==> config.mk <==
export PLATFORM = sky130hd
export DESIGN_NAME = cart_mem_arbiter
export DESIGN_NICKNAME = d
export VERILOG_FILES = /design/src/rtl/cart_mem_pkg.sv /design/src/rtl/cart_mem_slot.sv /design/src/rtl/cart_mem_arbiter.sv
export SDC_FILE = /design/constraint.sdc
export NUM_CORES = 1
export LEC_CHECK = 0
export BUFFER_PORTS_ARGS = -buffer_cell sky130_fd_sc_hd__buf_2
export CAP_MARGIN = 20
export CORE_MARGIN = 2
export CORE_UTILIZATION = 45
export CTS_CLUSTER_SIZE = 12
export DETAILED_ROUTE_END_ITERATION = 10
export PLACE_DENSITY = 0.66
export SLEW_MARGIN = 20
export SYNTH_ARGS = -nofsm -noshare
export SYNTH_HDL_FRONTEND = slang
export SYNTH_SLANG_ARGS = --single-unit
==> constraint.sdc <==
create_clock -name clk -period 2.6 [get_ports clk]
set_clock_uncertainty 0.1 [all_clocks]
set_input_delay 0.13 -clock clk [delete_from_list [all_inputs] [get_ports clk]]
set_output_delay 0.13 -clock clk [all_outputs]
set_load 0.03 [all_outputs]
==> src/rtl/cart_mem_pkg.sv <==
// rtl/cart_mem_pkg.sv - shared types for the cartridge memory arbiter
package cart_mem_pkg;

  localparam int ADDR_W = 22;

  typedef enum logic [1:0] {ST_IDLE, ST_ISSUE, ST_DONE} arb_state_t;
  typedef enum logic {SRC_PRG, SRC_CHR} src_t;

  typedef struct packed {
    logic              valid;
    logic              we;
    logic [ADDR_W-1:0] addr;
    logic [7:0]        wdata;
  } slot_t;

endpackage

==> src/rtl/cart_mem_slot.sv <==
// rtl/cart_mem_slot.sv - one-deep request slot with busy detection and sticky overrun
module cart_mem_slot
  import cart_mem_pkg::*;
(
  input  logic              clk,
  input  logic              reset_n,
  input  logic              req,
  input  logic              we,
  input  logic [ADDR_W-1:0] addr,
  input  logic [7:0]        wdata,
  input  logic              clear,
  input  logic              clr_status,
  output slot_t             slot,
  output logic              overrun
);

  // A slot being retired on this edge is free for a request on the same edge.
  logic busy;
  assign busy = slot.valid && !clear;

  always_ff @(posedge clk or negedge reset_n) begin
    if (!reset_n) begin
      slot    <= '0;
      overrun <= 1'b0;
    end else begin
      if (req && !busy) begin
        slot <= '{valid: 1'b1, we: we, addr: addr, wdata: wdata};
      end else if (clear) begin
        slot.valid <= 1'b0;
      end
      if (req && busy) begin
        overrun <= 1'b1;
      end else if (clr_status) begin
        overrun <= 1'b0;
      end
    end
  end

endmodule

==> src/rtl/cart_mem_arbiter.sv <==
// rtl/cart_mem_arbiter.sv - serialises PRG/CHR byte accesses onto one memory port
module cart_mem_arbiter
  import cart_mem_pkg::*;
#(
  parameter int         TIMEOUT  = 255,
  parameter logic [7:0] OPEN_BUS = 8'hFF
) (
  input  logic              clk,
  input  logic              reset_n,
  input  logic              prg_req,
  input  logic              prg_we,
  input  logic [ADDR_W-1:0] prg_addr,
  input  logic [7:0]        prg_wdata,
  output logic [7:0]        prg_rdata,
  output logic              prg_done,
  input  logic              chr_req,
  input  logic              chr_we,
  input  logic [ADDR_W-1:0] chr_addr,
  input  logic [7:0]        chr_wdata,
  output logic [7:0]        chr_rdata,
  output logic              chr_done,
  output logic              mem_req,
  output logic              mem_we,
  output logic [ADDR_W-1:0] mem_addr,
  output logic [7:0]        mem_wdata,
  input  logic              mem_ack,
  input  logic [7:0]        mem_rdata,
  output logic              overrun,
  output logic              timeout,
  input  logic              clr_status
);

  localparam int WD_W = (TIMEOUT > 255) ? $clog2(TIMEOUT + 1) : 8;

  arb_state_t      state, state_n;
  src_t            cur_src, last_src, pick;
  slot_t           prg_slot, chr_slot, chosen;
  logic [WD_W-1:0] wd_cnt;
  logic            grant, finish, expire, wd_hit;
  logic            clear_prg, clear_chr, prg_ovr, chr_ovr;
  logic [7:0]      ret_data;

  cart_mem_slot u_prg_slot (
    .clk(clk), .reset_n(reset_n), .req(prg_req), .we(prg_we), .addr(prg_addr),
    .wdata(prg_wdata), .clear(clear_prg), .clr_status(clr_status),
    .slot(prg_slot), .overrun(prg_ovr)
  );

  cart_mem_slot u_chr_slot (
    .clk(clk), .reset_n(reset_n), .req(chr_req), .we(chr_we), .addr(chr_addr),
    .wdata(chr_wdata), .clear(clear_chr), .clr_status(clr_status),
    .slot(chr_slot), .overrun(chr_ovr)
  );

  assign overrun = prg_ovr | chr_ovr;

  // The watchdog fires at the end of the TIMEOUT-th cycle with mem_req high.
  assign wd_hit    = (TIMEOUT != 0) && (wd_cnt == WD_W'(TIMEOUT - 1));
  assign clear_prg = (finish || expire) && (cur_src == SRC_PRG);
  assign clear_chr = (finish || expire) && (cur_src == SRC_CHR);
  assign chosen    = (pick == SRC_CHR) ? chr_slot : prg_slot;
  assign ret_data  = finish ? mem_rdata : OPEN_BUS;

  always_comb begin
    state_n = state;
    grant   = 1'b0;
    finish  = 1'b0;
    expire  = 1'b0;
    if (prg_slot.valid && chr_slot.valid) begin
      pick = (last_src == SRC_PRG) ? SRC_CHR : SRC_PRG;
    end else begin
      pick = chr_slot.valid ? SRC_CHR : SRC_PRG;
    end
    case (state)
      ST_IDLE: begin
        if (prg_slot.valid || chr_slot.valid) begin
          grant   = 1'b1;
          state_n = ST_ISSUE;
        end
      end
      ST_ISSUE: begin
        if (mem_ack) begin
          finish  = 1'b1;
          state_n = ST_DONE;
        end else if (wd_hit) begin
          expire  = 1'b1;
          state_n = ST_DONE;
        end
      end
      ST_DONE: state_n = ST_IDLE;
      default: state_n = ST_IDLE;
    endcase
  end

  always_ff @(posedge clk or negedge reset_n) begin
    if (!reset_n) begin
      state <= ST_IDLE;
    end else begin
      state <= state_n;
    end
  end

  always_ff @(posedge clk or negedge reset_n) begin
    if (!reset_n) begin
      mem_req   <= 1'b0;
      mem_we    <= 1'b0;
      mem_addr  <= '0;
      mem_wdata <= '0;
      cur_src   <= SRC_PRG;
      last_src  <= SRC_PRG;
      wd_cnt    <= '0;
      prg_rdata <= OPEN_BUS;
      chr_rdata <= OPEN_BUS;
      prg_done  <= 1'b0;
      chr_done  <= 1'b0;
      timeout   <= 1'b0;
    end else begin
      prg_done <= 1'b0;
      chr_done <= 1'b0;
      if (grant) begin
        mem_req   <= 1'b1;
        mem_we    <= chosen.we;
        mem_addr  <= chosen.addr;
        mem_wdata <= chosen.wdata;
        cur_src   <= pick;
        wd_cnt    <= '0;
      end else if (state == ST_ISSUE) begin
        wd_cnt <= wd_cnt + 1'b1;
      end
      // Aborted accesses also count as served for round-robin fairness.
      if (finish || expire) begin
        mem_req  <= 1'b0;
        last_src <= cur_src;
        if (cur_src == SRC_PRG) begin
          prg_done <= 1'b1;
          if (!mem_we) prg_rdata <= ret_data;
        end else begin
          chr_done <= 1'b1;
          if (!mem_we) chr_rdata <= ret_data;
        end
      end
      if (expire) begin
        timeout <= 1'b1;
      end else if (clr_status) begin
        timeout <= 1'b0;
      end
    end
  end

endmodule
Yosys cells after proc, flatten, opt, wreduce, memory -nomap -nowiden. Index checks and enable logic that the tools add are counted. Widths: inputs -> output; s select.

Input port bits: 76. Output and inout port bits: 52. Register bits after elaboration: 129.

Bitwise gates (word level): 3. Reduce and logical (&&, ||, !) cells: 26. Mux-type cells: 32. Equal/unequal tests: 4. $add $sub $neg: 1.

Operators with widths (number): $mux 31 (1); $mux 1 (24); $mux 8 (3); $reduce_bool 2->1 (7); $logic_and 1x1->1 (9); $add 8x1->8 const B (1); $eq 8x8->1 const B (1); $mux 2 (3); $reduce_and 3->1 (2); $logic_not 1->1 (4); $pmux 2 s2 (1); $ne 3x3->1 const B (1); $eq 2x1->1 const B (1); $logic_not 2->1 (1); $logic_or 1x1->1 (2); $ne 2x2->1 const B (1); $not 1->1 (2); $reduce_and 2->1 (1); $or 1x1->1 (1).

Depth between registers and ports, before layout.
Depth in word-level cells: 11. Gate-level depth with buffers: 7. Depth with buffers taken out: 6.

Modules after synthesis. From an unflattened synthesis, not the netlist that was laid out.

Cells, all modules: 390. Area total of the unflattened synthesis: 5522.8 µm².

Modules (own cells, without submodules): cart_mem_slot (seq. area each 825.8 µm², area an instance 1390.1 µm², times used 2, cells each 73); cart_mem_arbiter (seq. area each 1596.5 µm², area an instance 2742.6 µm², times used 1, cells each 244).

Worst setup path after synthesis. OpenSTA, ideal clock, no wires.

Path type: reg2reg. Start: reg wd_cnt[0]. End: reg u_chr_slot.slot[0] (netlist bit). Required time: 2.375 ns. Period minus slack after synthesis: 1.847 ns. Path buffers: 1. Slack: 0.753 ns. Data arrival time: 1.621 ns. Library setup time: 0.125 ns. Stages on the path, launching flop included: 8. Cells stage by stage: dfrtp_1 inv_1 ha_1 nand4_1 nor4_4 o21ai_2 buf_6 mux2_4.

Word-level cells in the longest chain between the ends: 10.

RTL lines: from (decl) (line cart_mem_arbiter.sv:38) `logic [WD_W-1:0] wd_cnt;`; from (signal assigned) (line cart_mem_arbiter.sv:128) `wd_cnt <= wd_cnt + 1'b1;`; $eq 8x8->1 (line cart_mem_arbiter.sv:58) `assign wd_hit = (TIMEOUT != 0) && (wd_cnt == WD_W'(TIMEOUT - 1));`; $mux 1 (line cart_mem_arbiter.sv:85) `end else if (wd_hit) begin`; $mux 1 (line cart_mem_arbiter.sv:82) `if (mem_ack) begin`; $mux 1 (line cart_mem_arbiter.sv:74) `case (state)`; $logic_or 1x1->1 (line cart_mem_arbiter.sv:60) `assign clear_chr = (finish || expire) && (cur_src == SRC_CHR);`; $logic_and 1x1->1 (line cart_mem_arbiter.sv:60); $logic_not 1->1 (line cart_mem_slot.sv:19) `assign busy = slot.valid && !clear;`; $logic_and 1x1->1 (line cart_mem_slot.sv:19); $logic_not 1->1 (line cart_mem_slot.sv:26) `if (req && !busy) begin`; $logic_and 1x1->1 (line cart_mem_slot.sv:26); to (signal assigned) (line cart_mem_slot.sv:27) `slot <= '{valid: 1'b1, we: we, addr: addr, wdata: wdata};`; to (decl) (line cart_mem_slot.sv:13) `output slot_t slot,`.

Every way passes these cells. A chain may end at the register's enable or synchronous reset.

Final worst setup path.
Start: reg wd_cnt[0]. End: reg u_chr_slot.overrun.

Word-level cells in the longest chain between the ends: 10. Elaborated cells between the ends (all ways): 11.

RTL lines: $eq 8x8->1 (*) (line cart_mem_arbiter.sv:58); $mux 1 (*) (line cart_mem_arbiter.sv:85); $mux 1 (*) (line cart_mem_arbiter.sv:82); $mux 1 (*) (line cart_mem_arbiter.sv:74); $logic_or 1x1->1 (*) (line cart_mem_arbiter.sv:60); $logic_and 1x1->1 (*) (line cart_mem_arbiter.sv:60); via clear_chr (line cart_mem_arbiter.sv:40) `logic clear_prg, clear_chr, prg_ovr, chr_ovr;`; $logic_not 1->1 (*) (line cart_mem_slot.sv:19); $logic_and 1x1->1 (*) (line cart_mem_slot.sv:19); $logic_and 1x1->1 (*) (line cart_mem_slot.sv:31) `if (req && busy) begin`; $mux 1 or $reduce_bool 2->1 (tied branches); to (signal assigned) (line cart_mem_slot.sv:24) `overrun <= 1'b0;`; to (signal assigned) (line cart_mem_slot.sv:32) `overrun <= 1'b1;`; to (signal assigned) (line cart_mem_slot.sv:34) `overrun <= 1'b0;`; to (decl) (line cart_mem_slot.sv:14) `output logic overrun`.

Mark *: on every way through the listed nets, which the timed path passes. The rest lies on a longest branch.

==> results.sh <==
export IMPL_setup_tns_ps=0
export IMPL_grt_max_degree=75
export IMPL_grt_usage=0.2051
export IMPL_seq_area_frac_synth=0.5831
export IMPL_netlist_area_um2=5570
export IMPL_maxSlewHeadroom=0.6024
export IMPL_hp_class="primary input to asynchronous set/reset pin"
export IMPL_crit_type="flop to flop"
export IMPL_slowest_stage="dlygate4sd3_1"
export IMPL_start_util=0.4618
export IMPL_path_delay_family="buffers and inverters"
export IMPL_nNetsFinal=695
export IMPL_drt_iter0_drc=201
export IMPL_cts_root_buf="clkbuf_16"
export IMPL_post_cts_resized=0
export IMPL_drive_gt1_frac=0.4079
export IMPL_finalSetupViolCount=0
export IMPL_post_drt_wl_per_cell_um=16.14
export IMPL_gp_congestion=0.7970
export IMPL_max_stage_delay_ps=570
export IMPL_period_share=0.8894
export IMPL_fin_ws_ps=287.7
export IMPL_antenna_found_initial=0
export IMPL_vias_per_cell=4.942
export IMPL_synthToLayoutAreaGrowth_pct=40.99
export IMPL_vias=3949
export IMPL_report_power_total_mw=10.23
export IMPL_tightest_slew_ps=594.9
export IMPL_clkTransAtPathRegs_ps=60
export IMPL_rsz0062_at_grt="no"
export IMPL_p_per_area_nw_per_um2=1303
export IMPL_dp_hpwl_um=7991
export IMPL_ys_ff_latch=129
export IMPL_cap_viol_max_count=0
export IMPL_wirelength_um=12890
export IMPL_status="finished, final reports clean"
export IMPL_endpoint_kind="flop"
export IMPL_ys_types=39
export IMPL_p_leak_nw=3.879
export IMPL_start_kind="flop"
export IMPL_ir_drop_mv=0.6892
export IMPL_period_needed_ps=2312
export IMPL_gr_total_overflow=0
export IMPL_num_rows=40
export IMPL_cts_tree="done"
export IMPL_syn_inst=406
export IMPL_cts_buffer_depth=2
export IMPL_hold_viol_final=0
export IMPL_yosys_warnings=0
export IMPL_cts_buffers=17
export IMPL_fill_cells=901
export IMPL_arrival_ps=2500
export IMPL_avgSynthCellArea_um2=13.72
export IMPL_ios=128
export IMPL_regToRegSetupSlack_ps=290
export IMPL_syn_nets=484
export IMPL_die_w_um=115.3
export IMPL_insertion_delay_ps=410
export IMPL_dp_slack_ps=419.0
export IMPL_final_util=0.6511
export IMPL_cp_max_fo=5
export IMPL_grt_pass1_vias=4214
export IMPL_die_h_um=115.3
export IMPL_clock_fmax_mhz=432.5
export IMPL_drc=0
export IMPL_clock_sinks=129
export IMPL_dieArea_um2=13280
export IMPL_core_um2=12060
export IMPL_drv_slew=0
export IMPL_htreeDepth=4
export IMPL_crit_chain="inv_1, ha_1, and4_1, a21oi_1, buf_4, nor3_1, o22ai_1, dlygate4sd3_1"
export IMPL_crit_buf_inv=3
export IMPL_first_pass_iters=5
export IMPL_cp_required_ps=2780
export IMPL_port_buffers=127
export IMPL_grt_pass1_wl_um=20980
export IMPL_detail_route_antenna_nets=0
cell type report:
cell class,instances,area [µm²],area share
clock buffer,19,452.9,0.05767
multi-input combinational,249,2191,0.2790
tap,168,210.2,0.02676
inverter,6,22.52,0.002868
antenna,1,2.502,0.0003186
sequential,129,3248,0.4136
timing repair buffer,214,1544,0.1966
clock inverter,13,182.7,0.02326
power breakdown:
group	internal [mW]	switching (mW)
clock	1.66	0.872
combinational	1.89	2.15
sequential	3.05	0.615
total	6.59	3.64
state kept, by name, indices dropped and copies added, names as in the netlist:
register	flops
chr_done	1
chr_rdata	8
cur_src	1
last_src	1
mem_addr	22
mem_req	1
mem_wdata	8
mem_we	1
prg_done	1
prg_rdata	8
state	2
timeout	1
u_chr_slot.overrun	1
u_chr_slot.slot	32
u_prg_slot.overrun	1
u_prg_slot.slot	32
wd_cnt	8
cells in the mapped netlist, drive strengths merged:
cell type | count | area (µm²)
clkbuf | 7 | 26.28
o21ai | 40 | 207.7
mux2i | 33 | 330.3
o211ai | 1 | 7.510
a31oi | 1 | 6.260
dfstp | 16 | 420.4
nand2b | 2 | 12.51
nor3 | 4 | 36.29
nand3 | 4 | 20.02
a21boi | 1 | 11.26
and3 | 1 | 6.260
nor2 | 5 | 18.77
nor4b | 1 | 8.760
o21bai | 2 | 15.01
mux2 | 63 | 934.6
buf | 15 | 116.4
o31ai | 1 | 7.510
and4 | 1 | 8.760
dfrtp | 113 | 2828
o21a | 1 | 7.510
a2bb2oi | 16 | 140.1
xnor2 | 1 | 8.760
ha | 2 | 25.02
nand2 | 46 | 172.7
a21oi | 2 | 10.01
inv | 6 | 22.52
nand4 | 3 | 18.77
nor4 | 4 | 55.05
o22ai | 4 | 25.02
nor2b | 10 | 62.56
layout by cell type (no fill, tap or decap), types with 4 or more instances in the layout:
| cell type | instances |
|---|---|
| mux2_4 | 60 |
| bufinv_16 | 4 |
| dfrtp_1 | 113 |
| inv_1 | 6 |
| clkinvlp_4 | 4 |
| dlygate4sd3_1 | 76 |
| a2bb2oi_1 | 16 |
| nand3_1 | 4 |
| mux2i_1 | 33 |
| nand2_1 | 46 |
| clkbuf_16 | 17 |
| buf_4 | 7 |
| dfstp_2 | 16 |
| o21ai_0 | 35 |
| buf_2 | 126 |
| o22ai_1 | 4 |
| nor2b_1 | 10 |
| buf_12 | 5 |
| nor2_1 | 5 |
routing by layer:
layer	vias up	global-route usage	wire, µm
met5	-	0	0
met4	0	0.07309	213
met3	17	0.05904	632
met2	127	0.3302	6113
met1	1944	0.2667	5933
li1	1861	-	-
final timing paths:
check,from,end,depth (start not counted)
max reg2reg,wd_cnt[0],u_chr_slot.overrun,8
min reg2reg,mem_addr[16],mem_addr[16],2
max in group asynchronous,reset_n,prg_rdata[5],3
min,reset_n,wd_cnt[7],2
max,wd_cnt[0],u_chr_slot.overrun,8
min in group clk,mem_addr[16],mem_addr[16],2
what timing repair did:
item | 4_1_cts | 5_1_grt
hold buffers | 76 | 0
setup buffers | 0 | 0
hold endpoints to repair | 169 | 0
kinds of logic after synthesis:
logic type / share of synthesized area
AND/OR/NAND/NOR: 0.07547
flip-flops: 0.5831
multiplexers: 0.2271
adder cells (fa/ha/maj): 0.004492
AO/OA/AOI/OAI: 0.07862
XOR/XNOR: 0.001573
buffers and inverters: 0.02965
through the flow:
| step | area (µm²) | cells | hold WS [ps] |
|---|---|---|---|
| 2_1_floorplan | 5570 | 406 | -265.6 |
| 3_3_place_gp | 6455 | 690 | -20.02 |
| 3_5_place_dp | 6455 | 690 | -18.47 |
| 4_1_cts | 7851 | 798 | 115.5 |
| 5_1_grt | 7851 | 798 | 139.9 |
| 6_report | 7854 | 799 | 105.3 |
Power figures use the tool's default switching activity.
